**config.mk**
```make
export PLATFORM = sky130hd
export DESIGN_NAME = cdb_arbiter
export DESIGN_NICKNAME = d
export VERILOG_FILES = /design/src/rtl/cdb_arbiter.sv
export SDC_FILE = /design/constraint.sdc
export NUM_CORES = 1
export LEC_CHECK = 0
export BUFFER_PORTS_ARGS = -buffer_cell sky130_fd_sc_hd__buf_2
export CAP_MARGIN = 15
export CORE_ASPECT_RATIO = 1.5
export CORE_MARGIN = 5
export CORE_UTILIZATION = 50
export DETAILED_ROUTE_END_ITERATION = 8
export GPL_ROUTABILITY_DRIVEN = 0
export GPL_TIMING_DRIVEN = 0
export PLACE_DENSITY = 0.68
export SLEW_MARGIN = 20
export SYNTH_ARGS = -nofsm -noshare
export SYNTH_HDL_FRONTEND = slang
export SYNTH_SLANG_ARGS = --single-unit
export TNS_END_PERCENT = 10
```
**constraint.sdc**
```tcl
create_clock -name clk -period 8.7 [get_ports clk]
set_input_delay 0.435 -clock clk [delete_from_list [all_inputs] [get_ports clk]]
set_output_delay 0.435 -clock clk [all_outputs]
set_load 0.03 [all_outputs]
```
**src/rtl/cdb_arbiter.sv**
```systemverilog
// Common data bus arbiter: per-requester result FIFOs feeding CDB_WIDTH registered
// broadcast ports through a rotating-priority grant.
module cdb_arbiter #(
  parameter int unsigned NUM_REQ    = 4,
  parameter int unsigned CDB_WIDTH  = 2,
  parameter int unsigned FIFO_DEPTH = 2,
  parameter int unsigned ROB_IDX_W  = 5,
  parameter int unsigned PRF_IDX_W  = 6,
  parameter int unsigned DATA_W     = 32
) (
  input  logic                           clk,
  input  logic                           rst,
  input  logic                           flush,
  input  logic [NUM_REQ-1:0]             req_valid,
  output logic [NUM_REQ-1:0]             req_ready,
  input  logic [NUM_REQ*ROB_IDX_W-1:0]   req_rob_id,
  input  logic [NUM_REQ*PRF_IDX_W-1:0]   req_rd_phy,
  input  logic [NUM_REQ*DATA_W-1:0]      req_rd_value,
  output logic [CDB_WIDTH-1:0]           cdb_valid,
  output logic [CDB_WIDTH*ROB_IDX_W-1:0] cdb_rob_id,
  output logic [CDB_WIDTH*PRF_IDX_W-1:0] cdb_rd_phy,
  output logic [CDB_WIDTH*DATA_W-1:0]    cdb_rd_value
);

  localparam int unsigned REQ_W = (NUM_REQ > 1) ? $clog2(NUM_REQ) : 1;
  localparam int unsigned PTR_W = $clog2(FIFO_DEPTH);
  localparam int unsigned CNT_W = $clog2(FIFO_DEPTH + 1);

  logic [ROB_IDX_W-1:0] mem_rob   [NUM_REQ][FIFO_DEPTH];
  logic [PRF_IDX_W-1:0] mem_phy   [NUM_REQ][FIFO_DEPTH];
  logic [DATA_W-1:0]    mem_value [NUM_REQ][FIFO_DEPTH];

  logic [PTR_W-1:0]     rd_ptr    [NUM_REQ];
  logic [PTR_W-1:0]     wr_ptr    [NUM_REQ];
  logic [CNT_W-1:0]     count     [NUM_REQ];
  logic [CNT_W-1:0]     count_nxt [NUM_REQ];

  logic [REQ_W-1:0]     prio;
  logic [REQ_W-1:0]     prio_nxt;
  logic [NUM_REQ-1:0]   push;
  logic [NUM_REQ-1:0]   grant;
  logic [CDB_WIDTH-1:0] port_used;
  logic [REQ_W-1:0]     port_sel  [CDB_WIDTH];

  assign push = req_valid & req_ready;

  // Rotating scan from prio; the k-th non-empty FIFO found drives port k.
  always_comb begin
    logic [REQ_W-1:0] idx;
    int unsigned      n;
    grant     = '0;
    port_used = '0;
    prio_nxt  = prio;
    idx       = '0;
    n         = 0;
    for (int unsigned p = 0; p < CDB_WIDTH; p++) port_sel[p] = '0;
    for (int unsigned k = 0; k < NUM_REQ; k++) begin
      idx = REQ_W'((32'(prio) + k) % NUM_REQ);
      if ((count[idx] != '0) && (n < CDB_WIDTH)) begin
        grant[idx] = 1'b1;
        for (int unsigned p = 0; p < CDB_WIDTH; p++) begin
          if (p == n) begin
            port_used[p] = 1'b1;
            port_sel[p]  = idx;
          end
        end
        prio_nxt = REQ_W'((32'(idx) + 32'd1) % NUM_REQ);
        n++;
      end
    end
  end

  always_comb begin
    for (int unsigned i = 0; i < NUM_REQ; i++) begin
      count_nxt[i] = count[i] + CNT_W'(push[i]) - CNT_W'(grant[i]);
    end
  end

  // Control state: counts, FIFO pointers, priority pointer, valid and ready flags.
  always_ff @(posedge clk) begin
    if (rst) begin
      prio      <= '0;
      cdb_valid <= '0;
      req_ready <= '1;
      for (int unsigned i = 0; i < NUM_REQ; i++) begin
        count[i]  <= '0;
        rd_ptr[i] <= '0;
        wr_ptr[i] <= '0;
      end
    end else if (flush) begin
      cdb_valid <= '0;
      req_ready <= '1;
      for (int unsigned i = 0; i < NUM_REQ; i++) begin
        count[i]  <= '0;
        rd_ptr[i] <= '0;
        wr_ptr[i] <= '0;
      end
    end else begin
      prio      <= prio_nxt;
      cdb_valid <= port_used;
      for (int unsigned i = 0; i < NUM_REQ; i++) begin
        count[i]     <= count_nxt[i];
        req_ready[i] <= (count_nxt[i] != CNT_W'(FIFO_DEPTH));
        if (push[i])  wr_ptr[i] <= wr_ptr[i] + PTR_W'(1);
        if (grant[i]) rd_ptr[i] <= rd_ptr[i] + PTR_W'(1);
      end
    end
  end

  // Payload storage and CDB payload registers carry no reset.
  always_ff @(posedge clk) begin
    for (int unsigned i = 0; i < NUM_REQ; i++) begin
      if (push[i] && !flush) begin
        mem_rob[i][wr_ptr[i]]   <= req_rob_id[i*ROB_IDX_W +: ROB_IDX_W];
        mem_phy[i][wr_ptr[i]]   <= req_rd_phy[i*PRF_IDX_W +: PRF_IDX_W];
        mem_value[i][wr_ptr[i]] <= req_rd_value[i*DATA_W +: DATA_W];
      end
    end
    for (int unsigned p = 0; p < CDB_WIDTH; p++) begin
      cdb_rob_id[p*ROB_IDX_W +: ROB_IDX_W]   <= mem_rob[port_sel[p]][rd_ptr[port_sel[p]]];
      cdb_rd_phy[p*PRF_IDX_W +: PRF_IDX_W]   <= mem_phy[port_sel[p]][rd_ptr[port_sel[p]]];
      cdb_rd_value[p*DATA_W +: DATA_W]       <= mem_value[port_sel[p]][rd_ptr[port_sel[p]]];
    end
  end

endmodule

```
# Word-level counts from Yosys, hierarchy flattened
# Memory sizes are Yosys's and may differ from the RTL's. A register that Yosys moved wholly into a read port is not among the register bits.
# Cells that the tools add are included.
[totals]
in_bits = 179
elab_cells = 288
out_inout_bits = 92
ff_bits = 94
ramBits = 360
memories = 6
[mem_list]
columns = ["name", "words", "word_bits", "read_ports", "rd_ports_with_merged_regs", "write_ports", "line_no", "rtl"]
rows = [
  ["mem_value", 4, 64, 2, 0, 4, "31", "logic [DATA_W-1:0] mem_value [NUM_REQ][FIFO_DEPTH];"],
  ["mem_phy", 4, 12, 2, 0, 4, "30", "logic [PRF_IDX_W-1:0] mem_phy [NUM_REQ][FIFO_DEPTH];"],
  ["mem_rob", 4, 10, 2, 0, 4, "29", "logic [ROB_IDX_W-1:0] mem_rob [NUM_REQ][FIFO_DEPTH];"],
  ["count", 4, 2, 8, 1, 4, "35", "logic [CNT_W-1:0] count [NUM_REQ];"],
  ["rd_ptr", 4, 1, 6, 0, 4, "33", "logic [PTR_W-1:0] rd_ptr [NUM_REQ];"],
  ["wr_ptr", 4, 1, 4, 0, 4, "34", "logic [PTR_W-1:0] wr_ptr [NUM_REQ];"],
]
[classes]
muxes = 163
addsub = 24
n_eq_ne = 7
n_lt_le_gt_ge = 21
bitwise_logic = 35
n_reduce_logical = 26
[ops]
columns = ["op", "n"]
rows = [
  ["$mux 32", 12],
  ["$mux 64", 4],
  ["$demux 32 s1", 4],
  ["$eq 1x32->1 const A", 3],
  ["$logic_not 32->1", 3],
  ["$lt 32x2->1 const B", 3],
  ["$mux 1", 72],
  ["$add 32x1->32 const B", 2],
  ["$mux 6", 10],
  ["$mux 5", 10],
  ["$mux 12", 4],
  ["$mux 2", 24],
  ["$mux 10", 4],
  ["$mux 4", 7],
  ["$demux 6 s1", 4],
  ["$or 1x1->1", 24],
  ["$demux 5 s1", 4],
  ["$logic_and 1x1->1", 15],
  ["$ge 2x2->1 const B", 6],
  ["$lt 2x3->1 const B", 4],
  ["$not 1->2", 6],
  ["$or 4x4->4", 3],
  ["$add 1x1->1 const B", 8],
  ["$add 2x1->2", 4],
  ["other kinds (14)", 36],
]

# Logic depth before layout (Yosys ltp)
[depth]
ltp_word = 16
mapped_depth = 17

# Worst setup path before layout
# Ideal clock, no wire load.
[synth_path]
kind = "reg-to-reg"
startpoint = "register req_ready[0]"
endpoint = "memory mem_phy[0][0] (netlist name) (enable)"
path_slack_ps = 4301
path_stages_with_launch = 3
n_path_buf = 0
t_arrival_ps = 3893
setup_ps = 506
required_time_ps = 8194
cell_sequence = "dfxtp_1 > nand2_1 > nor3b_1"
[synth_lines]
columns = ["element", "line_no", "rtl"]
rows = [
  ["from (decl)", "15", "output logic [NUM_REQ-1:0] req_ready,"],
  ["from (signal, indexed assignment)", "103", "req_ready[i] <= (count_nxt[i] != CNT_W'(FIFO_DEPTH));"],
  ["to (decl)", "30", ""],
]

# Final worst setup path
[layout_path]
startpoint = "register prio[0]"
endpoint = "register cdb_rd_value[59]"
[layout_via]
elab_chain_len = 16
elab_cells_between_ends = 29
[layout_lines]
columns = ["element", "line_no", "rtl"]
rows = [
  ["from (decl)", "38", "logic [REQ_W-1:0] prio;"],
  ["from (signal assigned)", "99", "prio <= prio_nxt;"],
  ["$add 2x1->2", "58", "idx = REQ_W'((32'(prio) + k) % NUM_REQ);"],
  ["$mem_v2 4x2", "--", ""],
  ["$reduce_bool 2->1", "59", "if ((count[idx] != '0) && (n < CDB_WIDTH)) begin"],
  ["$logic_and 1x1->1", "59", ""],
  ["$mux 32", "59", ""],
  ["$lt 32x2->1", "59", ""],
  ["$logic_and 1x1->1", "59", ""],
  ["$mux 32", "59", ""],
  ["$lt 32x2->1 or $eq 1x32->1 (tied branches)", "59, 62", ""],
  ["$logic_and 1x1->1 or $mux 2 (tied branches)", "59, 62", ""],
  ["$mux 4 (*)", "59", ""],
  ["$mem_v2 4x1", "--", ""],
  ["$not 1->2 (implied by the code)", "122", "cdb_rd_value[p*DATA_W +: DATA_W] <= mem_value[port_sel[p]][rd_ptr[port_sel[p]]];"],
  ["$mux 32 (implied by the code) (*) (3 in a row)", "122", ""],
  ["to (signal, indexed assignment)", "122", ""],
  ["to (decl)", "22", "output logic [CDB_WIDTH*DATA_W-1:0] cdb_rd_value"],
]
# Mark *: on every way between the ends. The rest lies on a longest branch, timed or not. The select of a mux whose other input is x is not followed.
# A chain may end at the register's enable or synchronous reset.

==> flow_metrics.py <==
metrics = {
    "status": {
        "outcome": "finished, final reports clean",
    },
    "timing": {
        "hold_viol": 0,
        "timing.final.crit_share": 0.593,
        "max-slew-margin-rel": 0.329,
        "setup_tns_ns": 0,
        "drv_slew": 0,
        "rsz0062_at_grt": "no",
        "setup_viol": 0,
        "max_clock_freq_mhz": 194,
        "worstMarginPinSlew_ns": 1.01,
        "finalCriticalPeriod_ns": 5.16,
        "fin_skew_ns": 0.0226,
    },
    "clock_network": {
        "cts_hold_buf": 0,
        "clk_pin_slew_worst_paths_ns": 0.07,
        "clock_path_buffers": 3,
        "tritoncts": "yes",
        "cts_post_setup_buffers_inserted": 0,
        "cts_buffers": 44,
        "cts-root-buf": "clkbuf_16",
        "cts_resized": 0,
        "clk_latency_ns": 0.57,
        "cts_max_level": 2,
        "cts_num_sinks": 456,
    },
    "placed_design": {
        "place_area_mm2": 0.0230,
        "dpl.hpwl_um": 42600,
        "io_buffers": 270,
    },
    "worst_setup_path": {
        "crit_path_top_delay_cell": "clkbuf_1",
        "cp_num_buf_inv": 6,
        "arrival_ns": 5.62,
        "critPathMaxFanout": 11,
        "cp.required_ns": 9.16,
        "cp_top_family": "buffers and inverters",
        "end_kind": "register",
        "cp-start-kind": "register",
        "criticalPathCategory": "reg2reg",
        "cpPeakStageDelay_ns": 0.61,
        "worstPathCellList": "inv_1 > ha_1 > o211ai_1 > o21ai_1 > buf_1 > inv_1 > ha_1 > o311a_1 > buf_4 > nand2b_1 > mux2_2 > clkbuf_1 > clkbuf_1 > o21ai_0 > mux2i_1",
    },
    "synthesis": {
        "syn_avg_cell_area_um2": 14.6,
        "ys_seq_area_frac": 0.621,
        "synth_cell_types": 46,
        "netlist_instances": 1403,
        "synth_seq_cells": 456,
        "ys_warn_count": 0,
        "synth-edff-count": 356,
        "async_reset_ff_frac": 0,
        "ys.flop_type": "edfxtp_1",
        "syn_area_mm2": 0.0204,
    },
    "global_route": {
        "grt_pass1_vias": 14100,
        "grt_use_met2": 0.451,
        "use_met3": 0.0379,
        "grt_overflow": 0,
        "antenna_found_initial": 10,
        "grt_pass1_wl_um": 84600,
        "met1_usage": 0.299,
        "grt_max_degree": 17,
        "top_usage_layer": "met2",
        "grt_usage": 0.250,
    },
    "worst_hold_path": {
        "hp-class": "in2reg",
    },
    "detailed_routing": {
        "drc_errors": 0,
        "drt-total-wl_um": 58100,
        "antenna_left": 0,
        "drt_iter0_drc": 874,
        "routedWlPerCell_um": 25.0,
        "drtPass1Iterations": 5,
        "num_vias": 13300,
        "vias_per_cell": 5.71,
    },
    "layout": {
        "layout-drive-gt1-share": 0.324,
        "syn_to_final_growth_pct": 19.9,
        "nets": 1982,
        "final-seq-area_mm2": 0.0127,
        "multi_input_area_mm2": 0.00727,
        "fillerInstances": 3138,
        "stdcell_area_mm2": 0.0245,
    },
    "floorplan": {
        "io_pins": 271,
        "die_w_um": 175,
        "core_region_area_mm2": 0.0403,
        "initial_core_util": 0.507,
        "die-area_mm2": 0.0451,
        "core.rowCount": 90,
        "die_h_um": 258,
    },
    "run": {
        "maxCapViolations": 0,
    },
}
==> sequential cells by signal (all words and copies together) (netlist names), named ones only <==
name          flops
mem_value       256
cdb_rd_value     64
mem_phy          48
mem_rob          40
cdb_rd_phy       12
cdb_rob_id       10
count             8
rd_ptr            4
req_ready         4
wr_ptr            4
cdb_valid         2
prio              2
==> cell usage after synthesis, types with 5 or more instances <==
library cell,instances,area share
xnor2_1,7,0.0030
mux2_2,130,0.072
o21ai_0,55,0.013
buf_2,18,0.0044
buf_6,9,0.0050
a21oi_1,5,0.0012
edfxtp_1,356,0.52
buf_4,10,0.0037
nor3_1,15,0.0037
clkbuf_1,44,0.0081
o21ai_1,40,0.0098
inv_1,19,0.0035
mux2i_1,390,0.19
nand2_1,104,0.019
dfxtp_1,100,0.098
nor2_1,18,0.0033
ha_1,22,0.013
==> worst paths after layout <==
| check | end | depth (start not counted) | slack (ns) | from |
|---|---|---|---|---|
| max | cdb_rd_value[59] | 15 | 3.54 | prio[0] |
| min | mem_rob[2][4] | 1 | 0.05 | req_rob_id[14] |
| max reg2reg | cdb_rd_value[59] | 15 | 3.54 | prio[0] |
| min reg2reg | count[2][1] | 2 | 0.57 | count[2][1] |
==> final cells by class <==
| type | instances | area share |
|---|---|---|
| flip-flops and latches | 456 | 0.518 |
| inverters | 20 | 0.00306 |
| clock buffers | 52 | 0.0492 |
| repair buffers | 327 | 0.0746 |
| diodes | 5 | 0.000511 |
| well taps | 506 | 0.0258 |
| plain buffers | 85 | 0.0185 |
| multi-input cells | 847 | 0.297 |
| clock inverters | 30 | 0.0134 |
==> worst reg2reg max path, stage by stage (launching register included) <==
cell and delay (ns):
dfxtp_1 0.50, inv_1 0.22, ha_1 0.47, o211ai_1 0.19
o21ai_1 0.14, buf_1 0.42, inv_1 0.16, ha_1 0.27
o311a_1 0.34, buf_4 0.18, nand2b_1 0.14, mux2_2 0.42
clkbuf_1 0.53, clkbuf_1 0.62, o21ai_0 0.24, mux2i_1 0.22
==> metrics by stage <==
stage | util | std cells | hold WS [ns] | setup WS, ns
2_1_floorplan | - | 1408 | 0.510 | 4.30
3_5_place_dp | 0.569 | 2241 | 0.555 | 3.55
5_1_grt | 0.607 | 2325 | 0.0334 | 3.23
6_report | 0.608 | 2328 | 0.0547 | 3.54
4_1_cts | 0.607 | 2323 | 0.0307 | 3.53
3_3_place_gp | 0.557 | 2184 | 0.538 | 0.0649
==> per-layer routing <==
layer | up-vias | share of wire | wire length [um]
li1 | 6022 | - | -
met1 | 6616 | 0.38 | 22300
met2 | 495 | 0.52 | 30300
met3 | 158 | 0.055 | 3190
met4 | 10 | 0.038 | 2220
met5 | - | 0.0012 | 72
==> cells in the final DEF (no fill, tap or decap), types with 40 or more instances in the layout <==
master,n
mux2i_1,390
edfxtp_1,356
buf_2,288
mux2_2,130
nand2_1,104
dfxtp_1,100
o21ai_0,55
buf_4,54
clkbuf_1,48
clkbuf_16,47
o21ai_1,40
==> logic make-up (layout without fill, tap and decap cells) <==
| group | Yosys count | count (layout) | synth area share |
|---|---|---|---|
| and+or+nand+nor | 160 | 160 | 0.0333 |
| muxes | 525 | 525 | 0.268 |
| other | 1 | 11 | 0.000184 |
| AOI/OAI and AO/OA | 123 | 123 | 0.0334 |
| buffers and inverters | 105 | 514 | 0.0259 |
| xor gates and xnor gates | 11 | 11 | 0.00472 |
| adders and majority gates | 22 | 22 | 0.0135 |
| DFF | 456 | 456 | 0.621 |
Power is not shown: default switching activity piles up to over one toggle a cycle in this logic, so the estimate is an artifact.
